<file path="src/rtl/t5_lsu.sv">
// t5_lsu: single-outstanding load/store unit between a core request port and a
// Wishbone-style data bus, with lane steering, load extension and a bus timeout.
module t5_lsu #(
    parameter int XLEN = 32,
    parameter int TMO  = 255
) (
    input  logic            sys_clk,
    input  logic            sys_rst,
    input  logic            sys_ena,
    input  logic            lsu_req,
    input  logic            lsu_wre,
    input  logic [1:0]      lsu_siz,
    input  logic            lsu_uns,
    input  logic [XLEN-1:0] lsu_adr,
    input  logic [XLEN-1:0] lsu_dat,
    output logic            lsu_busy,
    output logic            lsu_done,
    output logic            lsu_err,
    output logic [XLEN-1:0] lsu_rdat,
    output logic [XLEN-3:0] dwb_adr,
    output logic [XLEN-1:0] dwb_dto,
    output logic [3:0]      dwb_sel,
    output logic            dwb_stb,
    output logic            dwb_wre,
    input  logic            dwb_ack,
    input  logic [XLEN-1:0] dwb_dti
);

    // The counter only has to reach TMO-1: the edge that would make it TMO is the timeout edge.
    localparam int CW = (TMO > 1) ? $clog2(TMO) : 1;
    localparam logic [CW-1:0] CNT_LAST = CW'((TMO > 0) ? TMO - 1 : 0);

    typedef enum logic {
        S_IDLE = 1'b0,
        S_BUS  = 1'b1
    } state_e;

    state_e          state_q, state_d;
    logic [CW-1:0]   cnt_q, cnt_d;
    logic [XLEN-3:0] adr_q, adr_d;
    logic [XLEN-1:0] dto_q, dto_d;
    logic [XLEN-1:0] rdat_q, rdat_d;
    logic [3:0]      sel_q, sel_d;
    logic            wre_q, wre_d;
    logic            uns_q, uns_d;
    logic            done_q, done_d;
    logic            err_q, err_d;
    logic [1:0]      siz_q, siz_d;
    logic [1:0]      lo_q, lo_d;

    logic            aligned;
    logic [3:0]      sel_new;
    logic [XLEN-1:0] dto_new;
    logic [XLEN-1:0] lane;
    logic [XLEN-1:0] ld_val;

    always_comb begin
        aligned = 1'b0;
        sel_new = 4'h0;
        dto_new = lsu_dat;
        case (lsu_siz)
            2'd0: begin
                aligned = 1'b1;
                sel_new = 4'b0001 << lsu_adr[1:0];
                dto_new = {4{lsu_dat[7:0]}};
            end
            2'd1: begin
                aligned = !lsu_adr[0];
                sel_new = lsu_adr[1] ? 4'hC : 4'h3;
                dto_new = {2{lsu_dat[15:0]}};
            end
            2'd2: begin
                aligned = (lsu_adr[1:0] == 2'b00);
                sel_new = 4'hF;
                dto_new = lsu_dat;
            end
            default: begin
                aligned = 1'b0;
            end
        endcase
    end

    // Right-justify the addressed lane, then extend according to the latched size.
    always_comb begin
        lane = dwb_dti >> {lo_q, 3'b000};
        case (siz_q)
            2'd0:    ld_val = {{(XLEN-8){!uns_q & lane[7]}}, lane[7:0]};
            2'd1:    ld_val = {{(XLEN-16){!uns_q & lane[15]}}, lane[15:0]};
            default: ld_val = lane;
        endcase
    end

    always_comb begin
        state_d = state_q;
        cnt_d   = cnt_q;
        adr_d   = adr_q;
        dto_d   = dto_q;
        rdat_d  = rdat_q;
        sel_d   = sel_q;
        wre_d   = wre_q;
        uns_d   = uns_q;
        siz_d   = siz_q;
        lo_d    = lo_q;
        done_d  = 1'b0;
        err_d   = 1'b0;
        case (state_q)
            S_IDLE: begin
                if (lsu_req && sys_ena) begin
                    if (aligned) begin
                        state_d = S_BUS;
                        cnt_d   = '0;
                        adr_d   = lsu_adr[XLEN-1:2];
                        dto_d   = dto_new;
                        sel_d   = sel_new;
                        wre_d   = lsu_wre;
                        uns_d   = lsu_uns;
                        siz_d   = lsu_siz;
                        lo_d    = lsu_adr[1:0];
                    end else begin
                        done_d = 1'b1;
                        err_d  = 1'b1;
                    end
                end
            end
            S_BUS: begin
                // Ack is checked first so it wins over a coincident timeout.
                if (dwb_ack) begin
                    state_d = S_IDLE;
                    done_d  = 1'b1;
                    if (!wre_q) begin
                        rdat_d = ld_val;
                    end
                end else if (TMO != 0 && cnt_q == CNT_LAST) begin
                    state_d = S_IDLE;
                    done_d  = 1'b1;
                    err_d   = 1'b1;
                end else begin
                    cnt_d = cnt_q + 1'b1;
                end
            end
            default: begin
                state_d = S_IDLE;
            end
        endcase
    end

    always_ff @(posedge sys_clk) begin
        if (sys_rst) begin
            state_q <= S_IDLE;
            cnt_q   <= '0;
            adr_q   <= '0;
            dto_q   <= '0;
            rdat_q  <= '0;
            sel_q   <= '0;
            wre_q   <= 1'b0;
            uns_q   <= 1'b0;
            siz_q   <= '0;
            lo_q    <= '0;
            done_q  <= 1'b0;
            err_q   <= 1'b0;
        end else begin
            state_q <= state_d;
            cnt_q   <= cnt_d;
            adr_q   <= adr_d;
            dto_q   <= dto_d;
            rdat_q  <= rdat_d;
            sel_q   <= sel_d;
            wre_q   <= wre_d;
            uns_q   <= uns_d;
            siz_q   <= siz_d;
            lo_q    <= lo_d;
            done_q  <= done_d;
            err_q   <= err_d;
        end
    end

    assign lsu_busy = (state_q == S_BUS);
    assign dwb_stb  = (state_q == S_BUS);
    assign dwb_wre  = wre_q;
    assign dwb_adr  = adr_q;
    assign dwb_sel  = sel_q;
    assign dwb_dto  = dto_q;
    assign lsu_done = done_q;
    assign lsu_err  = err_q;
    assign lsu_rdat = rdat_q;

endmodule
</file>
<file path="config.mk">
export PLATFORM = sky130hd
export DESIGN_NAME = t5_lsu
export DESIGN_NICKNAME = d
export VERILOG_FILES = /design/src/rtl/t5_lsu.sv
export SDC_FILE = /design/constraint.sdc
export NUM_CORES = 1
export LEC_CHECK = 0
export ABC_AREA = 1
export CAP_MARGIN = 20
export CORE_MARGIN = 5
export CORE_UTILIZATION = 40
export CTS_CLUSTER_DIAMETER = 40
export DETAILED_ROUTE_END_ITERATION = 12
export PLACE_DENSITY = 0.79
export SLEW_MARGIN = 20
export SYNTH_ARGS = -nofsm -noshare
export SYNTH_HDL_FRONTEND = slang
export SYNTH_SLANG_ARGS = --single-unit
</file>
<file path="constraint.sdc">
create_clock -name sys_clk -period 2.5 [get_ports sys_clk]
set_input_delay 0.25 -clock sys_clk [delete_from_list [all_inputs] [get_ports sys_clk]]
set_output_delay 0.25 -clock sys_clk [all_outputs]
set_load 0.05 [all_outputs]
</file>
==> results of run 1 <==
## stage by stage
stage | instances | total power (uW) | hold slack (ns) | worst slack [ns] | util
finish | 1153 | 4920 | 0.343 | 0.482 | 0.607
global route | 1153 | 5120 | 0.379 | 0.405 | 0.607
CTS | 1153 | 4950 | 0.331 | 0.457 | 0.607
detailed placement | 1125 | 2750 | 0.445 | 0.389 | 0.567
global placement | 1125 | 2750 | 0.445 | 0.471 | 0.567
floorplan | 783 | 2410 | 0.394 | 0.845 | -
## cell usage in the layout (no fill, tap or decap), drive strengths merged
cell type | netlist | layout
nor2 | 54 | 54
a21oi | 109 | 109
clkinv | 1 | 5
clkinvlp | 0 | 1
a21o | 7 | 7
buf | 33 | 12
nand3 | 44 | 44
clkbuf | 19 | 22
clkdlybuf4s50 | 0 | 206
dfxtp | 115 | 115
nand4 | 2 | 2
or2 | 8 | 8
a31oi | 9 | 9
inv | 60 | 60
o21bai | 1 | 1
nand2 | 235 | 235
o211ai | 7 | 7
bufinv | 0 | 1
nor3 | 4 | 4
o21ai | 72 | 72
xor2 | 1 | 1
ha | 2 | 2
## cell type report
cell class / count / area [um2]
repair buffers: 218 / 2160
clock buffers: 22 / 474
flip-flops and latches: 115 / 2300
well taps: 176 / 220
fillers: 1187 / 5160
multi-input cells: 555 / 2530
inverters: 61 / 229
clock inverters: 6 / 57.6
## cell families after synthesis
| logic type | after synthesis | share of synthesized area |
|---|---|---|
| compound gates | 205 | 0.202 |
| xor+xnor | 1 | 0.00165 |
| fa+ha+maj | 2 | 0.00471 |
| buf+inv | 113 | 0.0904 |
| flops | 115 | 0.433 |
| simple gates | 347 | 0.268 |
## final timing paths
| check | from | end | slack (ns) | cells after the start |
|---|---|---|---|---|
| worst max-delay path | dwb_stb | dwb_stb | 0.48 | 1 |
| worst min-delay path | sys_rst | cnt_q[0] | 0.34 | 4 |
| worst max register to register | dwb_stb | dwb_adr[15] | 0.68 | 8 |
| worst min register to register | dwb_sel[1] | dwb_sel[1] | 0.45 | 2 |
## metal layers
| layer | wire length [um] | share of wire | GRT usage | vias to the layer above |
|---|---|---|---|---|
| met2 | 7830 | 0.47 | 0.344 | 191 |
| met1 | 7040 | 0.42 | 0.244 | 2546 |
| met5 | 25 | 0.0015 | 0 | - |
| li1 | - | - | - | 2905 |
| met4 | 733 | 0.044 | 0.112 | 4 |
| met3 | 1200 | 0.071 | 0.0802 | 63 |
## power by group
group	internal (uW)	leakage, uW	switching, uW
logic	320	0.00206	476
registers	1890	0.000932	32.3
clock network	1410	0.000263	786
## state kept, by name, indices dropped and copies added (netlist names)
register,cells
cnt_q,8
dwb_adr,30
dwb_dto,32
dwb_sel,4
dwb_stb,1
dwb_wre,1
lo_q,2
lsu_done,1
lsu_err,1
lsu_rdat,32
siz_q,2
uns_q,1
==> results.txt, run 1 <==
The run finished with clean final reports. Routability-driven placement finished with a final weighted congestion of 0.885. Number of global-route vias before repair: 5618.

At the worst endpoint, the arrival time is 1.77 ns. STA classifies the critical path startpoint as a flop. The tree is rooted in a clkbuf_16. Along the worst path, the maximum fanout reaches 7. For this run, the detailed router's first-pass iteration total came to 5.

The worst ir drop on vdd is 383 uV. The static leakage is 0.00325 uW. The kind of path behind the tightest hold check was in2reg.

The post-route cell area is 0.00798 mm2. The worst setup path is captured at an output pin. After detailed routing, the number of remaining DRC violations is 0.

Relative to the synthesized area, the layout overhead comes to 50.1%. In the synthesized netlist, the cells that appear most often are 234 x nand2_1, 115 x dfxtp_1, 109 x a21oi_1. Walking the worst path, the cells encountered are clkdlybuf4s50_1.

Number of max-capacitance violations reported: 0. The core outline area came out at 0.0131 mm2. When the netlist entered floorplanning its net count stood at 890.

In this design, the stage delay of the slowest critical-path cell is 0.87 ns. The H-tree generated during clock tree synthesis spans 4 levels. The worst clock skew was 0.00722 ns; the worst-margin pin slew was 0.956 ns. The tools report the number of DRC violations after detailed-routing iteration 0 as 304. The number of hold buffers added after CTS was 0.

The tools report the later-pin clock latency in the skew report as 0.41 ns. The run gives 0 as the number of max-slew violations in the final report. The worst-case headroom to the max-slew limit was 0.361; the routed length per placed instance was 14.6 um. The register clock-pin slew on the reported worst setup and hold paths was 0.05 ns; the sequential share of the synthesized area was 0.433. Among all flip-flop cells after synthesis, the most frequent one is dfxtp_1. The proportion of layout cells with a drive suffix above 1 was 0.0594; the total die area was 0.0157 mm2. The tools report the total inserted antenna cells as 0. nand2_1 is the most common cell in the netlist. The overall die width was 125 um.

The mapped netlist covers 0.00532 mm2. First-pass GRT wire length: 27100 um. Sorting the synthesized cells by area gives the leading types as dfxtp_1 43%, nand2_1 17%, a21oi_1 10%. The run gives 29 as the number of different library cells in the post-synthesis netlist. The detailed router placed 5709 vias in this run. The async set or reset register ratio after synthesis works out to 0. TritonCTS built the clock tree. For this run, the number of Yosys warnings is 0. For the number of antenna violations at the first check in global routing, the log shows 2.

STA puts the critical path data required time at 2.25 ns. After routing, the total negative slack on setup checks comes to 0 ns. The power density relative to cell area was 617 mW/mm2; the total setup violations reported at the end of the flow was 0.

The total routing resource utilization after global routing is 0.212, and the HPWL after detailed placement is 12100 um. The boundary pin count is 208, and the standard-cell row count is 42. The number of port buffers is 207, and the number of clock sinks seen by CTS is 115. The cell taking the most area after synthesis is dfxtp_1.

The buffering stage count on the worst path with inverters included was 1. Buffers added to address setup during post-CTS repair amount to 0. The largest individual stage delay along the critical path comes from the cell clkdlybuf4s50_1. Averaged over all synthesized cells, the footprint is 6.79 um2. The number of nets at the end of the flow was 1075; the area share of the largest cell type after synthesis was 0.433. The run gives 0 as the number of hold violations in the final report. Summed over all layers, the global routing overflow is 0. Entering global routing, the biggest net connects 77 pins. Measured along the y axis, the die boundary spans 125 um. The synthesized flop and latch total was 115.

Post-synthesis instance total: 783. Number of enable-type register cells in the synthesized netlist: 0. The category of the most critical setup path was reg2out. Broken down by cell family, the worst path's largest delay share belongs to buffers and inverters. The count of nets left with antenna violations once routing finished came out at 0. The aggregate routed wire length came out at 16800 um. In this run, post-CTS repair resized a total of 0 instances.

In the routed layout, each cell is associated on average with a via count of 4.95. The instance area at placement was 0.00745 mm2; the largest buffer count on any clock path was 2. The effective utilization at floorplan came out at 0.405. Setup repair after global routing left no endpoint under its margin.

The portion of the clock cycle consumed by the worst path in the final layout came out at 0.807. The minimum clock period was 2.02 ns; the peak clock frequency supported by timing was 496 MHz. TritonCTS created 17 clock buffers.
Note: power is estimated with default switching activity, not from simulation.
==> inputs of run 2 (changes only) <==
- clock period: 2.5 -> 1.95 ns (I/O delays scaled with it)
==> results.txt, run 2 (same netlist as run 1, synthesis figures left out) <==
STA puts the critical path data arrival time at 1.62 ns. Setup repair after global routing left no endpoint under its margin. The number of cells on the worst hold path works out to 4. The hold path startpoint is sys_rst. The congestion estimate from routability-driven global placement came to 0.887. Clock-pin slew was measured on the worst setup and hold paths at 0.06 ns. The overall power is 6710 uW, and the count of H-tree levels built during CTS is 4. The effective utilization at floorplan was 0.405. Gates resized during post-CTS repair numbered 2. The detail route stage leaves a number of antenna-violating nets equal to 0. The die covers 0.0157 mm2. The setup check on the worst reg-to-reg path leaves a slack of 0.25 ns. The sort of element at the start of the critical path is a flop. Static leakage: 0.00335 uW. The number of antenna violations at the first check in global routing is 1.

The slowest stage of the critical path is the clkdlybuf4s50_1 cell. The number of max-slew violations in the final report was 0; the sum of negative setup slack was 0 ns. The overall die width was 125 um.

TritonCTS built the clock tree. Buffering stage count on the worst path with inverters included: 1. Boundary pin count: 208.

In the layout the commonest cells are 234 x nand2_1, 204 x clkdlybuf4s50_1, 115 x dfxtp_1. The peak clock frequency supported by timing was 552 MHz. The library cell used most frequently in the layout, excluding fill and tap cells, is nand2_1. The minimum clock period was 1.81 ns. The run gives 0.00957 ns as the worst clock skew. Traced cell by cell, the critical path runs through clkdlybuf4s50_1. Measured in cells, the most critical reg-to-reg path has a length of 8.

The worst ir drop on vdd came out at 582 uV. Across all hold checks on the routed design, the worst slack comes to 0.295 ns. The pre-CTS worst setup slack is -0.00241 ns, and the number of nets at the end of the flow is 1085. For hold timing, the worst endpoint is lsu_rdat[15]. In this run the critical register-to-register path is launched from dwb_stb.

The core region is 0.0131 mm2. Dividing the detail-routed wire length by the instance count gives 14.6 um. The area overhead of the layout relative to synthesis was 54.0%; the total routing resource utilization after global routing was 0.211.

For the number of buffers inserted during clock tree synthesis, the log shows 17. The run gives 0 as the buffers inserted during post-CTS setup optimization. The first global-routing pass estimated 27100 um of wire. Clock tree synthesis found a total of 115 sinks. The power density relative to cell area was 820 mW/mm2. The portion of the clock cycle consumed by the worst path in the final layout came out at 0.930. The count of hold buffers inserted by post-cts repair came out at 0.

The run gives 0.447 as the worst-case headroom to the max-slew limit. The proportion of layout cells with a drive suffix above 1 is 0.0747, and the total setup violations reported at the end of the flow is 0. For the pin with the worst max-slew slack, the measured transition is 0.829 ns.

The run gives 77 as the maximum number of pins on one net before global-route repair. After legalization and detailed placement, the total HPWL measured 12400 um. The first TritonRoute pass finished after 5 iterations. The run gives 302 as the number of DRC violations after detailed-routing iteration 0.

Dominant delay contributor by cell family on the critical path: buffers and inverters. For this run, design rule violations remaining after detail routing come to 0. The largest buffer count on any clock path is 2. The data required time of the critical path was 1.75 ns; the maximum fanout count along the critical path was 2. The number of antenna diodes in the final layout is 0. Kind of path behind the tightest hold check: in2reg. The logs give 5444 for the number of global-route vias before repair and 0.41 ns for the later-pin clock latency in the skew report. The sort of element at the end of the critical path was an output pin. The run finished with clean final reports. The total number of vias was 5744; the number of port buffers was 207. The number of max-capacitance violations reported is 0, and the worst setup margin is 0.137 ns. The routed design has 17100 um of wire. The number of hold violations in the final report was 0.

The run gives 42 as the standard-cell row count. The setup path with the least slack is of type reg2out. In this design, the stage delay of the slowest critical-path cell is 0.83 ns. The die is 125 um tall.

Global routing finished with a remaining overflow of 0. The tools report the root buffer selected by CTS as clkbuf_16. Capture point of the worst reg-to-reg path: dwb_dto[8]. After detailed routing, the number of vias per cell comes to 4.92.
run 2: area by class of cell:
class	instances	area, um2
Fill cell	1162	4950
Multi-Input combinational cell	555	2530
Sequential cell	115	2300
Timing Repair Buffer	228	2280
Clock buffer	18	439
Inverter	61	229
Tap cell	176	220
Clock inverter	14	179
run 2: worst max path at each step:
stage / cells after the start / start / end
floorplan: 8 / dwb_stb / dwb_dto[14]
global placement: 7 / lsu_siz[1] / dwb_sel[1]
detailed placement: 7 / lsu_siz[1] / dwb_dto[17]
CTS: 1 / dwb_sel[3] / dwb_sel[3]
global route: 10 / cnt_q[0] / cnt_q[1]
finish: 1 / dwb_sel[3] / dwb_sel[3]
run 2: power by group:
| part | internal [uW] | switching (uW) | total, uW | leakage [uW] |
|---|---|---|---|---|
| sequential | 2420 | 42.4 | 2470 | 0.000932 |
| clock | 2050 | 1140 | 3190 | 0.000281 |
| combinational | 438 | 615 | 1050 | 0.00213 |
| total | 4920 | 1800 | 6710 | 0.00335 |
run 2: metal layers:
layer,up-vias,GRT usage,share of wire
li1,2931,-,-
met1,2567,0.245,0.40
met2,205,0.354,0.49
met3,39,0.0802,0.086
met4,2,0.0784,0.026
met5,-,0,0.0011
run 2: stage by stage:
stage,instances,instance area (um2),utilization
finish,1167,8190,0.623
global route,1167,8190,0.623
CTS,1167,8190,0.623
detailed placement,1135,7570,0.576
global placement,1135,7570,0.576
floorplan,783,5320,-
==> inputs of run 3 (changes only) <==
- CORE_UTILIZATION: 40 -> 44
- PLACE_DENSITY: 0.79 -> 0.86
- clock period: 1.95 -> 1.9 ns (I/O delays scaled with it)
==> results.txt, run 3 (same netlist as run 1, synthesis figures left out) <==
The logs give 5 for the total iterations of the first detailed-routing run and 5517 for the number of global-route vias before repair. The tree is rooted in a clkbuf_16. TritonCTS built the clock tree. For the cell total after placement, the log shows 1106.

The clock tree synthesis step divided the H-tree into 4 levels. After the flow finishes, the layout carries non-filler instances totaling 1138. The number of port buffers came out at 207. CTS saw 115 sinks. The worst path arrival time came out at 1.63 ns.

The completed layout was analyzed and its total power is 6610 uW. Across the run, the number of max-cap violations was 0. The die covers 0.0144 mm2.

The total inserted antenna cells is 0, and the post-detailed-route via-to-cell ratio is 5.09. Register clock-pin slew on the reported worst setup and hold paths: 0.05 ns. Relative to the synthesized area, the layout overhead comes to 52.3%. Summed over all layers, the routed wires come to 17000 um. The effective utilization at floorplan came out at 0.446. The worst path needs 1.82 ns of the cycle, external delays included. Detailed placement finished with a half-perimeter wire length of 12200 um. After clock tree synthesis, the flow added hold-fix buffers numbering 0. The die is 120 um wide. The library cell used most frequently in the layout, excluding fill and tap cells, is nand2_1. The tools report the maximum number of pins on one net before global-route repair as 77. Among cell families on the critical path, the largest total delay comes from buffers and inverters. On the critical path, the stage with the largest delay is an instance of clkdlybuf4s50_1.

In the layout the commonest cells are 234 x nand2_1, 204 x clkdlybuf4s50_1, 115 x dfxtp_1. The proportion of layout cells with a drive suffix above 1 is 0.0727. The number of max-slew violations in the final report came out at 0. After the first detailed-routing iteration, the DRC count stood at 375. After filler insertion, the fill cell instance count of the layout stands at 963. For this block, the via count after detailed routing is 5790. The sort of element at the end of the critical path was an output pin. No sink is reached through more buffers than the 2 on the longest clock path.

The congestion estimate from routability-driven global placement came to 0.930. The logs give 0 for the number of antenna violations at the first check in global routing and 548 MHz for the peak clock frequency supported by timing. Setup repair after global routing left no endpoint under its margin. The worst-case headroom to the max-slew limit was 0.612.

Global routing finished with a remaining overflow of 0. The portion of the clock cycle consumed by the worst path in the final layout was 0.960; the maximum fanout count along the critical path was 2. For this run, design rule violations remaining after detail routing come to 0. The static leakage is 0.00334 uW, and the boundary pin count is 208. For the final database, setup skew stands at 0.00511 ns.

The floorplan has 40 rows. The data required time of the critical path is 1.71 ns. The power density relative to cell area was 817 mW/mm2. The run gives 0 as the number of hold violations in the final report.

Category of the most critical setup path: reg2out. At the end of the flow, the number of nets in the layout was 1085. The flow ran to the end, and the final reports show no timing, DRC or antenna violations. For the pin with the worst max-slew slack, the measured transition is 0.580 ns. The buffering stage count on the worst path with inverters included works out to 1.

The final antenna-violating net count is 0. The final core utilization is 0.680, and the routed length per placed instance is 14.9 um. The run gives 0 as the total setup violations reported at the end of the flow.

Worst ir drop on vdd: 618 uV. The first global-routing pass estimated 27100 um of wire. In this run the vertical extent of the chip is 120 um. The signal on the critical path passes through clkdlybuf4s50_1.

Sort of element at the start of the critical path: a flop. For the total routing resource utilization after global routing, the log shows 0.236. The core outline area is 0.0119 mm2, and the stage delay of the slowest cell on the critical path is 0.86 ns. The tools report the number of buffers inserted during clock tree synthesis as 17. At the later pin of the worst-skew pair, clock insertion delay measures 0.42 ns. The kind of path behind the tightest hold check is in2reg.
==> run 3: final timing paths <==
kind	cells after the start	startpoint	end	slack (ns)
setup / recovery	1	dwb_sel[1]	dwb_sel[1]	0.08
hold / removal	4	sys_rst	siz_q[1]	0.19
setup reg to reg	10	cnt_q[0]	cnt_q[2]	0.22
hold reg to reg	2	dwb_sel[2]	dwb_sel[2]	0.46
==> run 3: where the power goes <==
part           internal [uW]  switching (uW)  total, uW
sequential              2490            42.8       2530
combinational            451             634       1080
clock                   1900            1090       2990
==> run 3: what timing repair did <==
| item | in CTS | in global routing |
|---|---|---|
| setup endpoints to repair | 1 | 0 |
| resized for setup | 1 | 0 |
| buffers inserted | 0 | 0 |
==> run 3: through the flow <==
step | TNS (ns) | worst slack, ns | instance area [um2] | hold WS (ns)
after floorplan | 0 | 0.245 | 5320 | 0.334
after global placement | 0 | 0.0223 | 7540 | 0.441
after detailed placement | -0.0496 | -0.0293 | 7540 | 0.444
after CTS | 0 | 0.0605 | 8100 | 0.176
after global routing | 0 | 0.0272 | 8100 | 0.235
final | 0 | 0.0760 | 8100 | 0.189
==> run 3: layer usage <==
layer  track usage  up-vias  share of wire
li1              -     2942              -
met1         0.277     2589           0.40
met2         0.381      205           0.48
met3        0.0820       54          0.074
met4         0.122        0          0.042
met5             0        -              0
==> run 3: area by class of cell <==
type,instances,area [um2],share of cell area
inverter,61,229,0.0283
clock buffer,20,437,0.0539
clock inverter,12,115,0.0142
tap,147,184,0.0227
multi-input combinational,555,2530,0.313
sequential,115,2300,0.284
timing repair buffer,228,2300,0.284
